[config.mk]
export PLATFORM = sky130hd
export DESIGN_NAME = mem_arbiter
export DESIGN_NICKNAME = d
export VERILOG_FILES = /design/src/rtl/mem_arbiter.sv
export SDC_FILE = /design/constraint.sdc
export NUM_CORES = 1
export LEC_CHECK = 0
export ABC_AREA = 1
export BUFFER_PORTS_ARGS = -buffer_cell sky130_fd_sc_hd__buf_2
export CORE_UTILIZATION = 51
export CTS_CLUSTER_DIAMETER = 80
export DETAILED_ROUTE_END_ITERATION = 7
export GPL_TIMING_DRIVEN = 0
export HOLD_SLACK_MARGIN = 0.02
export PLACE_DENSITY = 0.86
export SLEW_MARGIN = 20
export SYNTH_ARGS = -nofsm -noshare
export SYNTH_HDL_FRONTEND = slang
export SYNTH_SLANG_ARGS = --single-unit
[constraint.sdc]
create_clock -name CLK -period 2.5 [get_ports CLK]
set_input_delay 0.125 -clock CLK [delete_from_list [all_inputs] [get_ports CLK]]
set_output_delay 0.125 -clock CLK [all_outputs]
set_load 0.01 [all_outputs]
[src/rtl/mem_arbiter.sv]
// Memory-side arbiter: serves i-cache reads and d-cache reads/writes on one single-port RAM.
// Optional watchdog enabled by defining MEM_TIMEOUT_EN.
module mem_arbiter #(
  parameter int WORD_W  = 32,
  parameter int TIMEOUT = 64
) (
  input  logic              CLK,
  input  logic              RST,
  input  logic              iREN,
  input  logic [WORD_W-1:0] iaddr,
  input  logic              dREN,
  input  logic              dWEN,
  input  logic [WORD_W-1:0] daddr,
  input  logic [WORD_W-1:0] dstore,
  output logic              iwait,
  output logic              dwait,
  output logic [WORD_W-1:0] iload,
  output logic [WORD_W-1:0] dload,
  output logic              ramREN,
  output logic              ramWEN,
  output logic [WORD_W-1:0] ramaddr,
  output logic [WORD_W-1:0] ramstore,
  input  logic [WORD_W-1:0] ramload,
  input  logic              ramready,
  output logic              memerr
);

  typedef enum logic [2:0] {IDLE, I_ACC, D_ACC, I_DONE, D_DONE} state_t;

  localparam logic [WORD_W-1:0] BAD_WORD = WORD_W'(64'hBAD1BAD1_BAD1BAD1);

  state_t              r_state, w_state_nxt;
  logic                r_last_d, w_last_d_nxt;
  logic                r_iwait, w_iwait_nxt;
  logic                r_dwait, w_dwait_nxt;
  logic [WORD_W-1:0]   r_iload, w_iload_nxt;
  logic [WORD_W-1:0]   r_dload, w_dload_nxt;
  logic                r_ramREN, w_ramREN_nxt;
  logic                r_ramWEN, w_ramWEN_nxt;
  logic [WORD_W-1:0]   r_ramaddr, w_ramaddr_nxt;
  logic [WORD_W-1:0]   r_ramstore, w_ramstore_nxt;
  logic                w_dpend;
  logic                w_grant_i;
  logic                w_timeout;

  assign w_dpend   = dREN | dWEN;
  // With both sides pending, the side that was not served last wins.
  assign w_grant_i = iREN & (~w_dpend | r_last_d);

`ifdef MEM_TIMEOUT_EN
  localparam int CNT_W = $clog2(TIMEOUT + 1);

  logic [CNT_W-1:0] r_cnt;
  logic             r_memerr;

  assign w_timeout = ((r_state == I_ACC) || (r_state == D_ACC)) && !ramready &&
                     (r_cnt == CNT_W'(TIMEOUT - 1));

  // Counter is held at zero in IDLE, so every access starts counting from zero.
  always_ff @(posedge CLK) begin
    if (RST) begin
      r_cnt    <= '0;
      r_memerr <= 1'b0;
    end else begin
      if (r_state == IDLE)
        r_cnt <= '0;
      else if (((r_state == I_ACC) || (r_state == D_ACC)) && !ramready)
        r_cnt <= r_cnt + CNT_W'(1);
      if (w_timeout)
        r_memerr <= 1'b1;
    end
  end

  assign memerr = r_memerr;
`else
  assign w_timeout = 1'b0;
  // Watchdog absent: flag can never be raised (TIMEOUT is always non-negative).
  assign memerr    = (TIMEOUT < 0);
`endif

  always_comb begin
    w_state_nxt    = r_state;
    w_last_d_nxt   = r_last_d;
    w_iwait_nxt    = 1'b1;
    w_dwait_nxt    = 1'b1;
    w_iload_nxt    = r_iload;
    w_dload_nxt    = r_dload;
    w_ramREN_nxt   = r_ramREN;
    w_ramWEN_nxt   = r_ramWEN;
    w_ramaddr_nxt  = r_ramaddr;
    w_ramstore_nxt = r_ramstore;
    case (r_state)
      IDLE: begin
        w_ramREN_nxt = 1'b0;
        w_ramWEN_nxt = 1'b0;
        if (w_grant_i) begin
          w_state_nxt   = I_ACC;
          w_last_d_nxt  = 1'b0;
          w_ramREN_nxt  = 1'b1;
          w_ramaddr_nxt = iaddr;
        end else if (w_dpend) begin
          // Request is latched at grant so a dropped request still completes.
          w_state_nxt   = D_ACC;
          w_last_d_nxt  = 1'b1;
          w_ramaddr_nxt = daddr;
          w_ramWEN_nxt  = dWEN;
          w_ramREN_nxt  = ~dWEN;
          if (dWEN)
            w_ramstore_nxt = dstore;
        end
      end
      I_ACC: begin
        if (ramready || w_timeout) begin
          w_state_nxt  = I_DONE;
          w_iwait_nxt  = 1'b0;
          w_ramREN_nxt = 1'b0;
          w_ramWEN_nxt = 1'b0;
          w_iload_nxt  = ramready ? ramload : BAD_WORD;
        end
      end
      D_ACC: begin
        if (ramready || w_timeout) begin
          w_state_nxt  = D_DONE;
          w_dwait_nxt  = 1'b0;
          w_ramREN_nxt = 1'b0;
          w_ramWEN_nxt = 1'b0;
          if (!r_ramWEN)
            w_dload_nxt = ramready ? ramload : BAD_WORD;
        end
      end
      I_DONE, D_DONE: begin
        w_state_nxt  = IDLE;
        w_ramREN_nxt = 1'b0;
        w_ramWEN_nxt = 1'b0;
      end
      default: begin
        w_state_nxt  = IDLE;
        w_ramREN_nxt = 1'b0;
        w_ramWEN_nxt = 1'b0;
      end
    endcase
  end

  always_ff @(posedge CLK) begin
    if (RST) begin
      r_state    <= IDLE;
      r_last_d   <= 1'b0;
      r_iwait    <= 1'b1;
      r_dwait    <= 1'b1;
      r_iload    <= '0;
      r_dload    <= '0;
      r_ramREN   <= 1'b0;
      r_ramWEN   <= 1'b0;
      r_ramaddr  <= '0;
      r_ramstore <= '0;
    end else begin
      r_state    <= w_state_nxt;
      r_last_d   <= w_last_d_nxt;
      r_iwait    <= w_iwait_nxt;
      r_dwait    <= w_dwait_nxt;
      r_iload    <= w_iload_nxt;
      r_dload    <= w_dload_nxt;
      r_ramREN   <= w_ramREN_nxt;
      r_ramWEN   <= w_ramWEN_nxt;
      r_ramaddr  <= w_ramaddr_nxt;
      r_ramstore <= w_ramstore_nxt;
    end
  end

  assign iwait    = r_iwait;
  assign dwait    = r_dwait;
  assign iload    = r_iload;
  assign dload    = r_dload;
  assign ramREN   = r_ramREN;
  assign ramWEN   = r_ramWEN;
  assign ramaddr  = r_ramaddr;
  assign ramstore = r_ramstore;

endmodule
Yosys cells after proc, flatten, opt, wreduce, memory -nomap -nowiden --
Cells that the tools add are included.
Storage, ports and cells: register bits 136, latch bits 0, bits in writable memories 0, bits in read-only memories 0, bits of input ports 134, output and inout bits 133, word-level logic and storage cells 52, memories kept 0
Cells by class: $add $sub $neg 0, multiply operators 0, divide/modulo/power cells 0, magnitude comparators 0, eq/ne operators 6, shift operators 0, mux-type cells 17, bitwise gates (word level) 9, reductions and logical operators 10
Operators by type and width (number):
- 2-to-1 mux 32 bit | 2
- 2-to-1 mux 3 bit | 4
- one-hot mux 3 bit (3 select lines) | 1
- 2-to-1 mux 1 bit | 8
- NOT 1 bit | 6
- AND reduction 3 bit | 2
- OR reduction 2 bit | 3
- inequality test 2 bit, second input constant | 2
- one-hot mux 1 bit (2 select lines) | 2
- AND reduction 2 bit | 2
- AND reduction 4 bit | 1
- equality test 3 x 1 -> 1 bit, second input constant | 1
- equality test 3 x 2 -> 1 bit, second input constant | 1
- zero test 3 bit | 1
- inequality test 3 bit, second input constant | 1
- inequality test 2 x 1 -> 1 bit, second input constant | 1
- OR 1 bit | 2
- nonzero test 2 bit | 1
- AND 1 bit | 1

Depth between registers and ports, before layout --
word-level depth 6, gate-level depth with buffers 11, depth with buffers taken out 8

Worst setup path after synthesis --
No wires, ideal clock.
path type register -> register, start point register r_state[1], end point register r_ramaddr[10] (netlist: ramaddr[10]), setup time 0.109 ns, arrival 1.112 ns, data required time 2.391 ns, setup slack 1.279 ns, stages on the path, launching flop included 9, path buffers 2, period minus slack after synthesis 1.221 ns, path through dfxtp_1 > nor2_1 > nand2_1 > nor2_1 > buf_4 > buf_2 > nand3_1 > nand2_1 > inv_1
Between the ends: cells in the longest elaborated chain, start to end 2
RTL lines:
- from (decl) | line 32 | state_t r_state, w_state_nxt;
- from (signal assigned) | line 157 | r_state <= w_state_nxt;
- zero test 3 bit | line 92 | case (r_state)
- AND reduction 2 bit (no source line)
- to (signal assigned) | line 165 | r_ramaddr <= w_ramaddr_nxt;
- to (decl) | line 40 | logic [WORD_W-1:0] r_ramaddr, w_ramaddr_nxt;
No other way between the ends. A chain may end at the register's enable or synchronous reset.

Worst setup path after layout --
start point register r_state[1], end point register r_iload[4] (netlist: iload[4])
Between the ends: cells in the longest elaborated chain, start to end 2
RTL lines:
- equality test 3 x 1 -> 1 bit | line 92
- AND reduction 2 bit (no source line)
- to (signal assigned) | line 161 | r_iload <= w_iload_nxt;
- to (decl) | line 36 | logic [WORD_W-1:0] r_iload, w_iload_nxt;
No other way between the ends.

==> impl_metrics.json <==
{
  "syn2layout_area_growth_pct": 44.8,
  "drtPass1Iterations": 5,
  "reg2reg_to": "iload[4]$_SDFFE_PP0P_",
  "synth_top_area_share_pct": 46.1,
  "yosysTopAreaCell": "dfxtp_1",
  "synth_most_common_cell": "nand2_1",
  "post_cts_resized": 0,
  "ys_warn_count": 0,
  "grt_max_degree": 17,
  "switchingPower_uw": 2440,
  "max_stage_delay_ps": 330,
  "finalCritPeriodShare_pct": 61.2,
  "ys_top_cells_by_count": "206 x nand2_1, 170 x nor2_1, 136 x dfxtp_1",
  "hold_viol": 0,
  "ios": 267,
  "synth.distinct_cells": 22,
  "clk_latency_ps": 410,
  "p_comb_share_pct": 28.3,
  "syn_nets": 1020,
  "dieArea_sq_mm": 0.0120,
  "tightest_slew_ps": 541,
  "worstSetupEndpointType": "register",
  "track_usage_pct": 31.2,
  "async_flop_share_pct": 0,
  "vias_per_cell": 4.91,
  "coreArea_sq_mm": 0.0111,
  "cts_buffers": 17,
  "ys_top_cells_by_area": "dfxtp_1 46%, nand2_1 13%, nor2_1 11%, inv_1 8.0%, nand3_1 5.7%",
  "r2r-start": "r_state[1]$_SDFFE_PP0P_",
  "globalRoute.totalOverflow": 0,
  "preCtsSetupSlack_ps": 1020,
  "finalCriticalPeriod_ps": 1530,
  "path_class": "register to register",
  "hp-class": "input port to register",
  "antenna_left": 0,
  "post_dp_cell_area_sq_mm": 0.00739,
  "setup_ws_ps": 970,
  "synthFlopType": "dfxtp_1",
  "clk_path_buf_depth": 2,
  "worstHoldStart": "daddr[3]",
  "initial_core_util_pct": 53.3,
  "drt-wirelength-per-cell_microns": 13.7,
  "setup_viol": 0,
  "clock-sinks": 136,
  "routed_wl_microns": 18900,
  "required_ps": 2830,
  "final_area_sq_mm": 0.00856,
  "port_buffers": 262,
  "cap_viol_max_count": 0,
  "cp_slowest_cell": "dfxtp_1",
  "worstPathCellList": "nor2_1 > nand2_1 > inv_2 > nand2_2 > inv_2 > buf_2 > nand2_1 > a21oi_1",
  "worstRegToRegCells": 8,
  "switching_share_pct": 33.7,
  "grt_pass1_vias": 6241,
  "drt_iter0_markers": 478,
  "antenna_found_initial": 0,
  "status": "finished clean",
  "yosysSeqAreaShare_pct": 46.1,
  "tns_ps": 0,
  "remaining_drc_errors": 0,
  "ir_drop_mv": 0.494,
  "die_h_microns": 110,
  "rsz0062_at_grt": "false",
  "slew_headroom_pct": 64.0,
  "synth_area_sq_mm": 0.00591,
  "synthCells": 886,
  "maxSlewViolCount": 0,
  "htreeDepth": 4,
  "gp_congestion": 0.842,
  "reg2reg_slack_ps": 970,
  "hold_end": "ramaddr[3]$_SDFFE_PP0P_",
  "fmax_mhz": 653,
  "arrival_ps": 1860,
  "num_vias": 6764,
  "post-route-util_pct": 77.2,
  "power_leakage_uw": 0.00469,
  "holdPathStages": 5,
  "final_nets": 1358,
  "root_buffer": "clkbuf_16",
  "p_clk_share_pct": 34.7,
  "cts_tree": "yes",
  "p_seq_share_pct": 36.9,
  "cts.clk_slew.worst_paths_ps": 60,
  "fp.dieW_microns": 110,
  "total_power_uw": 7240,
  "p_int_uw": 4800,
  "power_density_mw_per_mm2": 847,
  "ys_seq_elements": 136,
  "rows": 38,
  "fin_skew_ps": 13.3,
  "worst-path-max-fanout": 10,
  "n_antenna_cell": 0,
  "hpwl_microns": 12600,
  "drive_gt1_share_pct": 26.8,
  "startpoint_type": "register",
  "synth_edf_count": 0,
  "grt_pass1_wl_microns": 28700,
  "syn_avg_cell_area_sq_um": 6.67
}
==> kinds of logic (layout without fill, tap and decap cells) <==
| family | count (synthesis) | in the layout | share of synthesized area (%) |
|---|---|---|---|
| AO/OA/AOI/OAI | 68 | 68 | 5.99 |
| other | 1 | 1 | 0.0635 |
| flip-flops | 136 | 136 | 46.1 |
| buffers and inverters | 199 | 550 | 14.1 |
| AND/OR/NAND/NOR | 482 | 482 | 33.8 |
==> power groups by stage <==
stage                     sequential [uW]  clock (uW)  combinational (uW)
final                                2670        2520                2050
after global routing                 2710        2640                2310
after CTS                            2670        2520                2020
after detailed placement             2710           0                1940
after global placement               2700           0                1910
after floorplan                      2850           0                1090
==> worst max-delay path: cells and delay by family (launching register included) <==
family,cells,cell delay (ps)
simple gates,4,500
flops,1,330
compound gates,1,150
buf+inv,3,490
==> state kept, by name (all words and copies together) (netlist names) <==
| name | cells |
|---|---|
| ramaddr | 32 |
| dwait | 1 |
| dload | 32 |
| iload | 32 |
| iwait | 1 |
| r_last_d | 1 |
| r_state | 3 |
| ramREN | 1 |
| ramWEN | 1 |
| ramstore | 32 |
==> cells in the final DEF (no fill, tap or decap), types with 2 or more instances in the layout <==
master and instances:
clkbuf_16 17, nor3_1 2, clkbuf_1 30, buf_6 4, nand2_1 206, clkinv_2 2, inv_1 126, dlygate4sd3_1 57
inv_6 5, clkinv_1 10, buf_2 278, clkinv_4 2, inv_8 2, inv_2 4, o21ai_0 32, nand4_1 33
bufinv_16 2, nand3_1 67, buf_4 9, nand2_2 2, nor2_1 170, dfxtp_1 136, a21oi_1 34
==> metal layers <==
| metal | share of wire [%] | wire length (microns) | GRT usage, % |
|---|---|---|---|
| met2 | 50 | 9440 | 55.8 |
| met5 | 0 | 0 | 0 |
| met4 | 3.7 | 699 | 16.4 |
| met1 | 38 | 7260 | 33.6 |
| met3 | 8.0 | 1520 | 8.24 |
==> stage by stage <==
stage / hold slack [ps] / std cells
2_1_floorplan: 268 / 886
3_3_place_gp: 388 / 1288
3_5_place_dp: 393 / 1288
4_1_cts: 21.1 / 1377
5_1_grt: 23.9 / 1377
6_report: 30.0 / 1377
==> area by class of cell <==
cell class	count	area [sq um]
plain buffers	59	305
clock buffers	18	429
clock inverters	14	161
fillers	829	2520
inverters	140	526
multi-input cells	551	2350
flip-flops and latches	136	2720
well taps	140	175
repair buffers	319	1880
==> what timing repair did <==
| action | CTS | global route |
|---|---|---|
| setup buffers | 0 | 0 |
| hold endpoints to repair | 85 | 0 |
| hold buffers | 57 | 0 |
==> worst max path at each step <==
stage / from / end / slack (ps) / cells after the start
global placement: r_state[1]$_SDFFE_PP0P_ / ramaddr[17]$_SDFFE_PP0P_ / 1050 / 8
finish: r_state[1]$_SDFFE_PP0P_ / iload[4]$_SDFFE_PP0P_ / 970 / 8
floorplan: r_state[1]$_SDFFE_PP0P_ / ramaddr[10]$_SDFFE_PP0P_ / 1280 / 8
detailed placement: r_state[1]$_SDFFE_PP0P_ / ramaddr[17]$_SDFFE_PP0P_ / 1020 / 8
global route: r_state[1]$_SDFFE_PP0P_ / iload[4]$_SDFFE_PP0P_ / 820 / 8
CTS: r_last_d$_SDFFE_PP0P_ / ramstore[0]$_SDFFE_PP0P_ / 1010 / 7
No activity file was read; power rests on OpenSTA's default activity.
